--- src/rtl/p_stim_driver_pkg.sv ---
// Shared types and bus layout for the p_stim_driver harness: FSM states,
// packed iw/ow widths, field positions and the iw packing helper.
package p_stim_driver_pkg;

    typedef enum logic [2:0] {
        INIT_LO,
        INIT_HI,
        IDLE,
        LOW,
        HIGH,
        RESP
    } state_t;

    localparam int unsigned IW_W = 18;
    localparam int unsigned OW_W = 24;

    // iw = {uio_in, ui_in, rst_n, clk}
    localparam int unsigned IW_CLK_BIT  = 0;
    localparam int unsigned IW_RSTN_BIT = 1;
    localparam int unsigned IW_UI_LSB   = 2;
    localparam int unsigned IW_UIO_LSB  = 10;

    // ow = {uio_oe, uio_out, uo_out}
    localparam int unsigned OW_UO_LSB      = 0;
    localparam int unsigned OW_UIO_OUT_LSB = 8;
    localparam int unsigned OW_UIO_OE_LSB  = 16;

    function automatic logic [IW_W-1:0] pack_iw(
        input logic [7:0] uio_in,
        input logic [7:0] ui_in,
        input logic       rst_n,
        input logic       pclk
    );
        logic [IW_W-1:0] w;
        w = '0;
        w[IW_CLK_BIT]       = pclk;
        w[IW_RSTN_BIT]      = rst_n;
        w[IW_UI_LSB +: 8]   = ui_in;
        w[IW_UIO_LSB +: 8]  = uio_in;
        return w;
    endfunction

endpackage

--- src/rtl/p_stim_driver_phase_ctr.sv ---
// Half-period down-counter: reloads on load_i and flags phase_done_o on
// the last system cycle of the current project-clock phase.
module p_stim_phase_ctr #(
    parameter int unsigned HALF_PERIOD = 2
) (
    input  logic clk_i,
    input  logic rst_i,
    input  logic load_i,
    output logic phase_done_o
);

    localparam int unsigned CW = (HALF_PERIOD > 1) ? $clog2(HALF_PERIOD) : 1;
    localparam logic [CW-1:0] RELOAD = CW'(HALF_PERIOD - 1);

    logic [CW-1:0] cnt_q;

    always_ff @(posedge clk_i or posedge rst_i) begin
        if (rst_i) begin
            cnt_q <= RELOAD;
        end else if (load_i) begin
            cnt_q <= RELOAD;
        end else if (cnt_q != '0) begin
            cnt_q <= cnt_q - 1'b1;
        end
    end

    assign phase_done_o = (cnt_q == '0);

endmodule

--- src/rtl/p_stim_driver.sv ---
// Harness-side stimulus driver for pNN_wrapper: runs the project reset
// sequence, steps one project clock per command, returns the sampled ow.
// Optional compare/mismatch counting is enabled by P_STIM_DRIVER_COMPARE_EN.
module p_stim_driver
    import p_stim_driver_pkg::*;
#(
    parameter int unsigned HALF_PERIOD  = 2,
    parameter int unsigned RESET_CYCLES = 4
) (
    input  logic            clk,
    input  logic            rst,
    input  logic            cmd_valid,
    output logic            cmd_ready,
    input  logic [15:0]     cmd_data,
    input  logic            cmd_reset,
    output logic            rsp_valid,
    input  logic            rsp_ready,
    output logic [23:0]     rsp_data,
    output logic [IW_W-1:0] iw,
    input  logic [OW_W-1:0] ow,
    output logic            ena,
    output logic            busy
`ifdef P_STIM_DRIVER_COMPARE_EN
    ,
    input  logic [23:0]     exp_data,
    input  logic [23:0]     exp_mask,
    output logic            rsp_mismatch,
    output logic [15:0]     mismatch_count
`endif
);

    localparam int unsigned RW = (RESET_CYCLES > 1) ? $clog2(RESET_CYCLES) : 1;
    localparam logic [RW-1:0] LAST_PERIOD = RW'(RESET_CYCLES - 1);

    state_t       state_q;
    logic         pclk_q;
    logic         rstn_q;
    logic [15:0]  in_q;
    logic         ena_q;
    logic         cmd_ready_q;
    logic         rsp_valid_q;
    logic [23:0]  rsp_data_q;
    logic         busy_q;
    logic [RW-1:0] period_q;

    logic cmd_hs;
    logic rsp_hs;
    logic phase_done;
    logic load_d;

`ifdef P_STIM_DRIVER_COMPARE_EN
    logic [23:0] exp_q;
    logic [23:0] mask_q;
    logic        mismatch_q;
    logic [15:0] mcount_q;
    logic        mismatch_d;
`endif

    always_comb begin
        cmd_hs = cmd_valid & cmd_ready_q;
        rsp_hs = rsp_valid_q & rsp_ready;
        load_d = cmd_hs;
        if (phase_done && (state_q == INIT_LO || state_q == INIT_HI ||
                           state_q == LOW || state_q == HIGH)) begin
            load_d = 1'b1;
        end
    end

`ifdef P_STIM_DRIVER_COMPARE_EN
    always_comb begin
        mismatch_d = |((ow ^ exp_q) & mask_q);
    end
`endif

    p_stim_phase_ctr #(
        .HALF_PERIOD(HALF_PERIOD)
    ) u_phase_ctr (
        .clk_i       (clk),
        .rst_i       (rst),
        .load_i      (load_d),
        .phase_done_o(phase_done)
    );

    always_ff @(posedge clk or posedge rst) begin
        if (rst) begin
            state_q     <= INIT_LO;
            pclk_q      <= 1'b0;
            rstn_q      <= 1'b0;
            in_q        <= '0;
            ena_q       <= 1'b0;
            cmd_ready_q <= 1'b0;
            rsp_valid_q <= 1'b0;
            rsp_data_q  <= '0;
            busy_q      <= 1'b1;
            period_q    <= '0;
`ifdef P_STIM_DRIVER_COMPARE_EN
            exp_q       <= '0;
            mask_q      <= '0;
            mismatch_q  <= 1'b0;
            mcount_q    <= '0;
`endif
        end else begin
            case (state_q)
                INIT_LO: begin
                    ena_q <= 1'b1;
                    if (phase_done) begin
                        state_q <= INIT_HI;
                        pclk_q  <= 1'b1;
                    end
                end
                INIT_HI: begin
                    if (phase_done) begin
                        pclk_q <= 1'b0;
                        if (period_q == LAST_PERIOD) begin
                            state_q     <= IDLE;
                            rstn_q      <= 1'b1;
                            cmd_ready_q <= 1'b1;
                            busy_q      <= 1'b0;
                        end else begin
                            state_q  <= INIT_LO;
                            period_q <= period_q + 1'b1;
                        end
                    end
                end
                IDLE: begin
                    if (cmd_hs) begin
                        state_q     <= LOW;
                        in_q        <= cmd_data;
                        rstn_q      <= ~cmd_reset;
                        cmd_ready_q <= 1'b0;
                        busy_q      <= 1'b1;
`ifdef P_STIM_DRIVER_COMPARE_EN
                        exp_q       <= exp_data;
                        mask_q      <= exp_mask;
`endif
                    end
                end
                LOW: begin
                    if (phase_done) begin
                        state_q <= HIGH;
                        pclk_q  <= 1'b1;
                    end
                end
                HIGH: begin
                    // ow is sampled on the last high cycle, before the falling edge
                    if (phase_done) begin
                        state_q     <= RESP;
                        pclk_q      <= 1'b0;
                        rsp_valid_q <= 1'b1;
                        rsp_data_q  <= {ow[OW_UIO_OE_LSB +: 8],
                                        ow[OW_UIO_OUT_LSB +: 8],
                                        ow[OW_UO_LSB +: 8]};
`ifdef P_STIM_DRIVER_COMPARE_EN
                        mismatch_q  <= mismatch_d;
                        if (mismatch_d && (mcount_q != '1)) begin
                            mcount_q <= mcount_q + 1'b1;
                        end
`endif
                    end
                end
                RESP: begin
                    if (rsp_hs) begin
                        state_q     <= IDLE;
                        rsp_valid_q <= 1'b0;
                        cmd_ready_q <= 1'b1;
                        busy_q      <= 1'b0;
                    end
                end
                default: begin
                    state_q <= INIT_LO;
                end
            endcase
        end
    end

    assign iw        = pack_iw(in_q[15:8], in_q[7:0], rstn_q, pclk_q);
    assign ena       = ena_q;
    assign cmd_ready = cmd_ready_q;
    assign rsp_valid = rsp_valid_q;
    assign rsp_data  = rsp_data_q;
    assign busy      = busy_q;
`ifdef P_STIM_DRIVER_COMPARE_EN
    assign rsp_mismatch   = mismatch_q;
    assign mismatch_count = mcount_q;
`endif

endmodule

--- config.mk ---
export PLATFORM = sky130hd
export DESIGN_NAME = p_stim_driver
export DESIGN_NICKNAME = d
export VERILOG_FILES = /design/src/rtl/p_stim_driver_pkg.sv /design/src/rtl/p_stim_driver_phase_ctr.sv /design/src/rtl/p_stim_driver.sv
export SDC_FILE = /design/constraint.sdc
export NUM_CORES = 1
export LEC_CHECK = 0
export CAP_MARGIN = 30
export CORE_MARGIN = 5
export CORE_UTILIZATION = 42
export CTS_CLUSTER_SIZE = 8
export DETAILED_ROUTE_END_ITERATION = 12
export MAX_ROUTING_LAYER = met4
export PLACE_DENSITY = 0.84
export RECOVER_POWER = 50
export SLEW_MARGIN = 5
export SYNTH_ARGS = -nofsm -noshare
export SYNTH_HDL_FRONTEND = slang
export SYNTH_SLANG_ARGS = --single-unit
--- constraint.sdc ---
create_clock -name clk -period 1.8 [get_ports clk]
set_input_delay 0.27 -clock clk [delete_from_list [all_inputs] [get_ports clk]]
set_output_delay 0.27 -clock clk [all_outputs]
set_load 0.01 [all_outputs]
-- After elaboration in Yosys (flattened, before gate mapping)
Index checks and enable logic that the tools add are counted.
- flip-flop bits (word level): 52
- bits in latches: 0
- RAM bits: 0
- bits in read-only memories: 0
- bits of input ports: 45
- output and inout port bits: 46
- logic and storage cells: 79
- memories: 0
- add/subtract/negate cells: 2
- multipliers: 0
- div/mod/pow operators: 0
- $lt $le $gt $ge: 0
- eq/ne operators: 15
- shift operators: 0
- muxes and demuxes: 27
- bitwise operators: 5
- reductions and logical operators: 19
- operators by type and width (cell ; number):
    3-bit 2-to-1 mux ; 6
    3-bit one-hot mux with 6 select lines ; 1
    2-bit != test, second input constant ; 8
    1-bit 2-to-1 mux ; 14
    3-bit AND reduction ; 3
    3-bit by 2-bit equality test with 1-bit output, second input constant ; 2
    3-bit equality test, second input constant ; 2
    1-bit one-hot mux with 2 select lines ; 3
    1-bit one-hot mux with 3 select lines ; 2
    6-bit AND reduction ; 1
    2-bit nonzero test ; 3
    5-bit AND reduction ; 1
    2-bit AND reduction ; 2
    4-bit AND reduction ; 1
    2-bit OR reduction ; 2
    3-bit by 1-bit equality test with 1-bit output, second input constant ; 1
    3-bit logical NOT ; 1
    1-bit logical OR ; 3
    1-bit NOT ; 3
    3-bit nonzero test ; 1
    2-bit by 1-bit adder with 2-bit output, second input constant ; 1
    1-bit bitwise AND ; 2
    2-bit equality test, second input constant ; 1
    2-bit 2-to-1 mux ; 1
    3 further kinds ; 3

-- Logic depth before layout (Yosys ltp)
Gate-level depths: netlist of run 1.
- depth in word-level cells: 7
- mapped depth: 5
- depth with buffers taken out: 4

-- Hierarchy
Synthesis of run 1 repeated with hierarchy kept, for this count alone.
- cells, all modules: 151
- area, all modules: 2202.1 um^2
- modules (own cells, without submodules) (module ; times used ; cells each ; area an instance (um^2) ; sequential area each (um^2)):
    p_stim_driver ; 1 ; 148 ; 2168.3 ; 1277.5
    p_stim_phase_ctr ; 1 ; 3 ; 33.8 ; 26.3

-- Worst setup path before layout of run 1
Ideal clock, no wire load.
- path kind: reg2reg
- start point: register state_q[1]
- end point: register period_q[1]
- library setup time: 0.128 ns
- arrival: 1.496 ns
- data required time: 1.672 ns
- path slack: 0.176 ns
- cell stages (with the launch flop): 5
- path buffers: 1
- period minus slack after synthesis: 1.624 ns
- cells stage by stage: dfrtp_1 -> buf_4 -> or4b_4 -> nor2_2 -> mux2_1
- cells in the longest elaborated chain, start to end: 2
- RTL lines (item ; line ; text):
    from (decl) ; p_stim_driver.sv:35 ; state_t state_q;
    from (signal assigned) ; p_stim_driver.sv:86 ; state_q <= INIT_LO;
    from (signal assigned) ; p_stim_driver.sv:107 ; state_q <= INIT_HI;
    from (signal assigned) ; p_stim_driver.sv:115 ; state_q <= IDLE;
    3-bit by 1-bit equality test with 1-bit output ; p_stim_driver.sv:103 ; case (state_q)
    3-bit AND reduction (no source line) ; -- ;
    to (signal assigned) ; p_stim_driver.sv:121 ; period_q <= period_q + 1'b1;
    to (decl) ; p_stim_driver.sv:44 ; logic [RW-1:0] period_q;
No other way between the ends.
A chain may end at the register's enable or synchronous reset.

-- Final worst setup path of run 1
- start point: register state_q[2]
- end point: register period_q[1]
Same word-level chain as after synthesis.

==> results of run 1 <==
==> cell type report <==
type | instances | area, µm²
sequential | 52 | 1300
inverter | 6 | 22.5
timing repair buffer | 99 | 971
clock inverter | 1 | 30.0
multi-input combinational | 80 | 753
fill | 405 | 1750
clock buffer | 7 | 96.3
tap | 70 | 87.6
==> critical path, delay by kind of cell (launching register included) <==
family,cells,cell delay (ns)
mux,1,0.33
simple gates,2,0.76
flops,1,0.51
==> routing by layer <==
metal,track usage [%],up-vias
met2,27.8,55
li1,-,700
met4,5.07,0
met1,18.5,731
met3,3.55,5
met5,-,-
==> state kept, by name (all words and copies together) (netlist names) <==
name	count
ena	1
rsp_data	24
pclk_q	1
state_q	3
rstn_q	1
cmd_ready	1
u_phase_ctr.cnt_q	1
period_q	2
in_q	16
rsp_valid	1
busy	1
==> cell usage in the layout (no fill, tap or decap), types with 3 or more instances in the layout <==
cell,instances
a21oi_1,3
buf_4,5
clkbuf_8,7
clkdlybuf4s50_1,75
dfrtp_1,50
dlygate4sd3_1,15
inv_1,5
mux2_1,42
nand2b_1,3
o21ai_0,4
==> per-stage QoR <==
step,cell area [µm²],util (%)
floorplan,2140,-
global placement,3160,63.1
detailed placement,3160,63.1
CTS,3290,65.6
global route,3260,65.2
finish,3260,65.2
==> synth_stat cells <==
cell type   n
dfrtp_1    50
mux2_1     42
buf_4       6
inv_1       6
a21oi_1     3
nand2b_1    3
o21ai_1     3
buf_2       2
dfstp_2     2
nor2_1      2
nor2b_1     2
nor3b_1     2
o21a_1      2
o21ai_0     2
a22o_1      1
a31o_2      1
and2_1      1
and3_1      1
buf_1       1
clkbuf_1    1
ha_1        1
nand2_1     1
nand4b_1    1
nor2_2      1
nor2_4      1
nor3_1      1
nor3_2      1
o221a_2     1
o221ai_1    1
o22ai_2     1
o31ai_1     1
or2_1       1
or3b_1      1
or4b_4      1
xor2_1      1
==> power by group through the flow <==
stage	sequential, mW	combinational [mW]	clock [mW]
floorplan	2.21	0.905	0
global placement	2.07	2.31	0
detailed placement	2.09	2.37	0
CTS	2.07	2.39	0.889
finish	2.06	2.26	0.859
global route	2.15	2.44	0.937
==> how the worst max path moves through the flow <==
| stage | start | endpoint |
|---|---|---|
| floorplan | state_q[1] | period_q[1] |
| global placement | cmd_valid | in_q[6] |
| detailed placement | cmd_valid | in_q[4] |
| CTS | state_q[2] | period_q[1] |
| global route | rst | pclk_q |
| finish | state_q[2] | period_q[1] |
==> logic make-up (layout without fill, tap and decap cells) <==
| group | after synthesis | count (layout) | share of synthesized area (%) |
|---|---|---|---|
| xor+xnor | 1 | 1 | 0.410 |
| compound gates | 16 | 16 | 5.27 |
| mux | 42 | 42 | 22.1 |
| simple gates | 20 | 20 | 6.56 |
| fa+ha+maj | 1 | 1 | 0.586 |
| buf+inv | 16 | 113 | 3.98 |
| flops | 52 | 52 | 61.0 |
==> flow_summary_export.csv, run 1 <==
group,metric,value,unit
power_and_ir_drop,p_int,3.58,mW
drt,first_iter_violations,40,
floorplan,fp.dieW,81.3,µm
clocking,cts_setup_buffers,0,
power_and_ir_drop,power_frac_clock,16.6,%
drt,wl_met2,2390,µm
hold_path,whs_endpoint,"rsp_data[12]",
critical_path,worstPathRequired,1.98,ns
finish,fin_nets,290,
power_and_ir_drop,ir_worst_vdd,0.865,mV
sta,tns,0,ns
power_and_ir_drop,p_seq_share,39.8,%
drt,routed_via_density,4.73,
drt,wl_met1,2010,µm
synthesis,synth.distinct_cells,35,
synthesis,syn_avg_cell_area,14.4,µm²
drt,wl,4770,µm
sta,fin_crit_sh,95.4,%
sta,rsz0062_at_grt,"false",
finish,fin_cells,315,
clocking,cts-hold-fix-buffers,0,
clocking,cts_made_buffers,5,
drt,ant_nets,0,
clocking,htreeDepth,2,
clocking,cts.sinks,52,
synthesis,synth_warnings,0,
drt,firstDrtPassIters,3,
clocking,cts-resized-gates,0,
grt,grt_pass1_vias,1672,
sta,hold_slack,0.483,ns
sta,fin_crit,1.72,ns
clocking,ctsLongestPathBuffers,2,
clocking,cts_tree,"yes",
power_and_ir_drop,powerDensity,1590,nW/µm²
clocking,clock_latency,0.29,ns
hold_path,hold_depth,1,
finish,antenna_cells,0,
floorplan,placementRows,26,
critical_path,path_class,"flip-flop to flip-flop",
sta,worst_slew_pin_slew,1.14,ns
place,hpwl,3610,µm
finish,area_growth,52.8,%
grt,grt_overflow,0,
critical_path,max_stage_delay,0.61,ns
sta,hold_violations,0,
grt,grt_max_degree,53,
hold_path,hold_path.class,"flip-flop to flip-flop",
synthesis,yosys.area.top_type,"dfrtp_1",
sta,final_max_slew_viol_count,0,
critical_path,r2r_cells,3,
drt,routed.top_layer,"met4",
outcome,status,"completed",
critical_path,r2r-end,"period_q[1]",
drt,met3_wirelength,333,µm
floorplan,fp.dieH,81.3,µm
synthesis,syn_inst,148,
sta,max_slew_margin,23.7,%
sta,finalClockSkew,0.00597,ns
critical_path,cpMaxStageDelayCell,"or4b_4",
sta,timing.fmax,582,MHz
floorplan,core_area,5010,µm²
place,port_buffers,90,
hold_path,hold_start,"rsp_data[12]",
critical_path,path_cells,"or4b_4 -> nor2_2 -> mux2_1",
synthesis,syn_area,2140,µm²
grt,grt_first_pass_wirelength,7910,µm
place,place_ws,-0.0340,ns
finish,drive_gt1_share,9.80,%
power_and_ir_drop,power,5.17,mW
clocking,path_clk_slew,0.09,ns
floorplan,die-area,6610,µm²
drt,drcViolationCount,0,
drt,avgRoutedWirePerCell,15.2,µm
floorplan,ioPinCount,91,
flow_run,drv_cap,0,
clocking,root_buffer,"clkbuf_8",
power_and_ir_drop,power.leakage,1.42,nW
critical_path,end_kind,"flip-flop",
synthesis,synth-seq-cells,52,
synthesis,ys_top_cells_by_area,"dfrtp_1 (59%), mux2_1 (22%), dfstp_2 (2.5%), buf_4 (2.1%), inv_1 (1.1%)",
power_and_ir_drop,combPwrFrac,43.6,%
critical_path,r2r_start,"state_q[2]",
critical_path,crit_fanout,12,
synthesis,ys_seq_area_share,61.0,%
power_and_ir_drop,p_sw,1.60,mW
floorplan,initial_core_util,42.6,%
synthesis,synth_top_area_share,58.6,%
critical_path,reg2reg_setup_slack,0.08,ns
synthesis,syn-num-nets,194,
place,dp_cells,307,
grt,grt_use_total,16.1,%
critical_path,crit_arrival,1.90,ns
place,gpl.final_weighted_congestion,0.768,
power_and_ir_drop,swShare,30.9,%
grt,antenna_found_initial,0,
drt,vias,1491,
critical_path,cp-start-kind,"flip-flop",
sta,setup_violations,0,
sta,setup_slack,0.0827,ns
Power figures use the tool's default switching activity.
==> run 2, diff against run 1 <==
Settings changed: CORE_UTILIZATION 42 to 46, PLACE_DENSITY 0.84 to 0.9, REMOVE_ABC_BUFFERS set to 1, SYNTH_HIERARCHICAL set to 1.
Clock period 1.8 ns to 2.2 ns, I/O delays scaled along.
==> flow_summary_export.csv, run 2 <==
group,metric,value,unit
outcome,status,"completed",
sta,final_max_slew_viol_count,0,
grt,grt_max_degree,25,
drt,wl,4750,µm
critical_path,crit_buf_inv,1,
clocking,ctsLongestPathBuffers,2,
finish,antenna_cells,0,
synthesis,syn_inst,151,
critical_path,crit_family,"flip-flops",
synthesis,synth_flop_cell,"dfrtp_1",
drt,first_iter_violations,66,
finish,fin_nets,292,
synthesis,synth_compound_area_share,5.74,%
drt,vias,1506,
power_and_ir_drop,p_seq_share,41.0,%
synthesis,synth_xor_area_share,0.398,%
sta,max_slew_margin,53.6,%
sta,fin_crit_sh,77.3,%
grt,grt_pass1_vias,1706,
critical_path,cpMaxStageDelayCell,"dfstp_2",
synthesis,async_flop_share,100,%
grt,grt_overflow,0,
finish,largest_register_ffs,24,
sta,finalClockSkew,0.00728,ns
power_and_ir_drop,combPwrFrac,45.2,%
power_and_ir_drop,powerDensity,1250,nW/µm²
sta,timing.fmax,588,MHz
clocking,htreeDepth,2,
sta,fin_crit,1.70,ns
place,hpwl,3670,µm
finish,utilization,68.9,%
drt,drcViolationCount,0,
synthesis,yosys.area.top_type,"dfrtp_1",
synthesis,synth_warnings,6,
clocking,path_clk_slew,0.09,ns
synthesis,syn_avg_cell_area,14.6,µm²
synthesis,synth_top_area_share,56.8,%
drt,firstDrtPassIters,4,
clocking,cts_tree,"yes",
place,port_buffers,90,
synthesis,yosys.area_share.simple,7.44,%
sta,rsz0062_at_grt,"false",
critical_path,max_stage_delay,0.55,ns
critical_path,worstPathRequired,1.87,ns
power_and_ir_drop,p_int,2.79,mW
place,place_area,3150,µm²
floorplan,fp.dieH,79.2,µm
critical_path,cp-start-kind,"flip-flop",
grt,antenna_found_initial,0,
power_and_ir_drop,power_frac_clock,13.8,%
clocking,cts_setup_buffers,0,
floorplan,die-area,6270,µm²
drt,ant_nets,0,
clocking,cts-resized-gates,0,
critical_path,crit_arrival,1.37,ns
finish,regArea,1300,µm²
clocking,root_buffer,"clkbuf_8",
finish,mostFrequentLayoutCells,"clkdlybuf4s50_1 (73), dfrtp_1 (50), mux2_2 (23)",
power_and_ir_drop,p_sw,1.27,mW
grt,grt_first_pass_wirelength,7940,µm
finish,drive_gt1_share,21.1,%
power_and_ir_drop,ir_worst_vdd,0.669,mV
synthesis,ys_seq_area_share,59.2,%
finish,area_growth,46.8,%
synthesis,synth.distinct_cells,35,
clocking,cts.sinks,52,
floorplan,initial_core_util,46.9,%
flow_run,drv_cap,0,
floorplan,ioPinCount,91,
finish,fillers,355,
critical_path,end_kind,"primary output",
hold_path,hold_path.class,"flip-flop to flip-flop",
sta,setup_violations,0,
sta,worst_slew_pin_slew,0.695,ns
floorplan,core_area,4690,µm²
critical_path,path_class,"flip-flop to primary output",
synthesis,synthMuxAreaShare,22.7,%
clocking,clock_latency,0.30,ns
power_and_ir_drop,swShare,31.2,%
sta,tns,0,ns
synthesis,synth-seq-cells,52,
synthesis,synth_most_common_cell,"dfrtp_1",
clocking,cts-hold-fix-buffers,0,
finish,layout_commonest_cell,"clkdlybuf4s50_1",
synthesis,synth_fa_ha_area_share,0.568,%
drt,routed_via_density,5.00,
grt,grt_use_total,16.7,%
power_and_ir_drop,power.leakage,1.38,nW
floorplan,fp.dieW,79.2,µm
place,gpl.final_weighted_congestion,0.771,
critical_path,crit_fanout,2,
synthesis,synth_edf_count,0,
critical_path,path_cells,"clkdlybuf4s50_1",
sta,hold_violations,0,
synthesis,synth_common_cells,"dfrtp_1 (50), mux2_2 (23), mux2_1 (12)",
drt,avgRoutedWirePerCell,15.8,µm
synthesis,synth_top_family_by_area,"multiplexers",
synthesis,syn_area,2200,µm²
synthesis,ys_top_cells_by_area,"dfrtp_1 (57%), mux2_2 (12%), mux2_1 (6.1%), mux2_4 (4.8%), dfstp_2 (2.4%)",
floorplan,placementRows,25,
finish,multi_input_area,803,µm²
finish,design_area,3230,µm²
clocking,cts_made_buffers,5,
-- run 2: changes by cell type in the layout (fill, tap and decap cells not counted), moves of 2 or more --
| cell | delta |
|---|---|
| clkdlybuf4s50_1 | -2 |
| mux2_1 | -30 |
| dlygate4sd3_1 | +2 |
| buf_4 | -2 |
| mux2_4 | +7 |
| nor2_1 | +3 |
| a21oi_2 | +2 |
| mux2_2 | +23 |
| and2b_1 | +2 |
| inv_1 | -2 |
| o21a_1 | -2 |
| nor3b_1 | -2 |
| nand2_1 | +8 |
-- run 2: cell families (layout without fill, tap and decap cells) --
kind of cell             after synthesis  after routing
buffers and inverters                 11            107
flip-flops                            52             52
multiplexers                          42             42
AO/OA/AOI/OAI                         17             17
adder cells (fa/ha/maj)                1              1
AND/OR/NAND/NOR                       27             27
XOR/XNOR                               1              1
-- run 2: final cells by class --
cell class	count	share of cell area [%]
Sequential cell	52	40.3
Timing Repair Buffer	96	29.5
Multi-Input combinational cell	88	24.9
Clock buffer	7	2.67
Tap cell	54	2.09
Inverter	3	0.348
Clock inverter	1	0.232
-- run 2: per-stage QoR --
stage | instances | setup WS (ns) | total power, mW | hold WS, ns
floorplan | 143 | 0.384 | 2.54 | 0.220
global placement | 293 | 0.380 | 3.54 | 0.465
detailed placement | 293 | 0.334 | 3.61 | 0.465
CTS | 301 | 0.491 | 4.17 | 0.348
global route | 301 | 0.242 | 4.31 | 0.510
finish | 301 | 0.500 | 4.05 | 0.484
-- run 2: routing by layer --
metal | share of wire, % | routed length (µm) | GRT usage, %
met4 | 1.2 | 59 | 5.15
met2 | 55 | 2610 | 29.5
met3 | 5.8 | 276 | 3.63
met5 | 0 | 0 | -
met1 | 38 | 1810 | 18.8
-- run 2: power groups by stage --
stage	Combinational [mW]	Clock [mW]	Sequential (mW)
after global routing	1.97	0.618	1.72
after global placement	1.87	0	1.67
after floorplan	0.681	0	1.85
after detailed placement	1.92	0	1.68
after CTS	1.93	0.578	1.67
final	1.83	0.558	1.66
-- run 2: final timing paths --
kind | slack, ns | depth (start not counted) | endpoint | from
min in group asynchronous | 0.49 | 2 | u_phase_ctr/cnt_q | rst
worst max-delay path | 0.50 | 1 | busy | busy
worst max register to register | 0.52 | 5 | rstn_q | state_q[0]
worst min-delay path | 0.48 | 1 | period_q[0] | period_q[0]
worst min register to register | 0.48 | 1 | period_q[0] | period_q[0]
max in group asynchronous | 0.60 | 3 | rsp_data[22] | rst
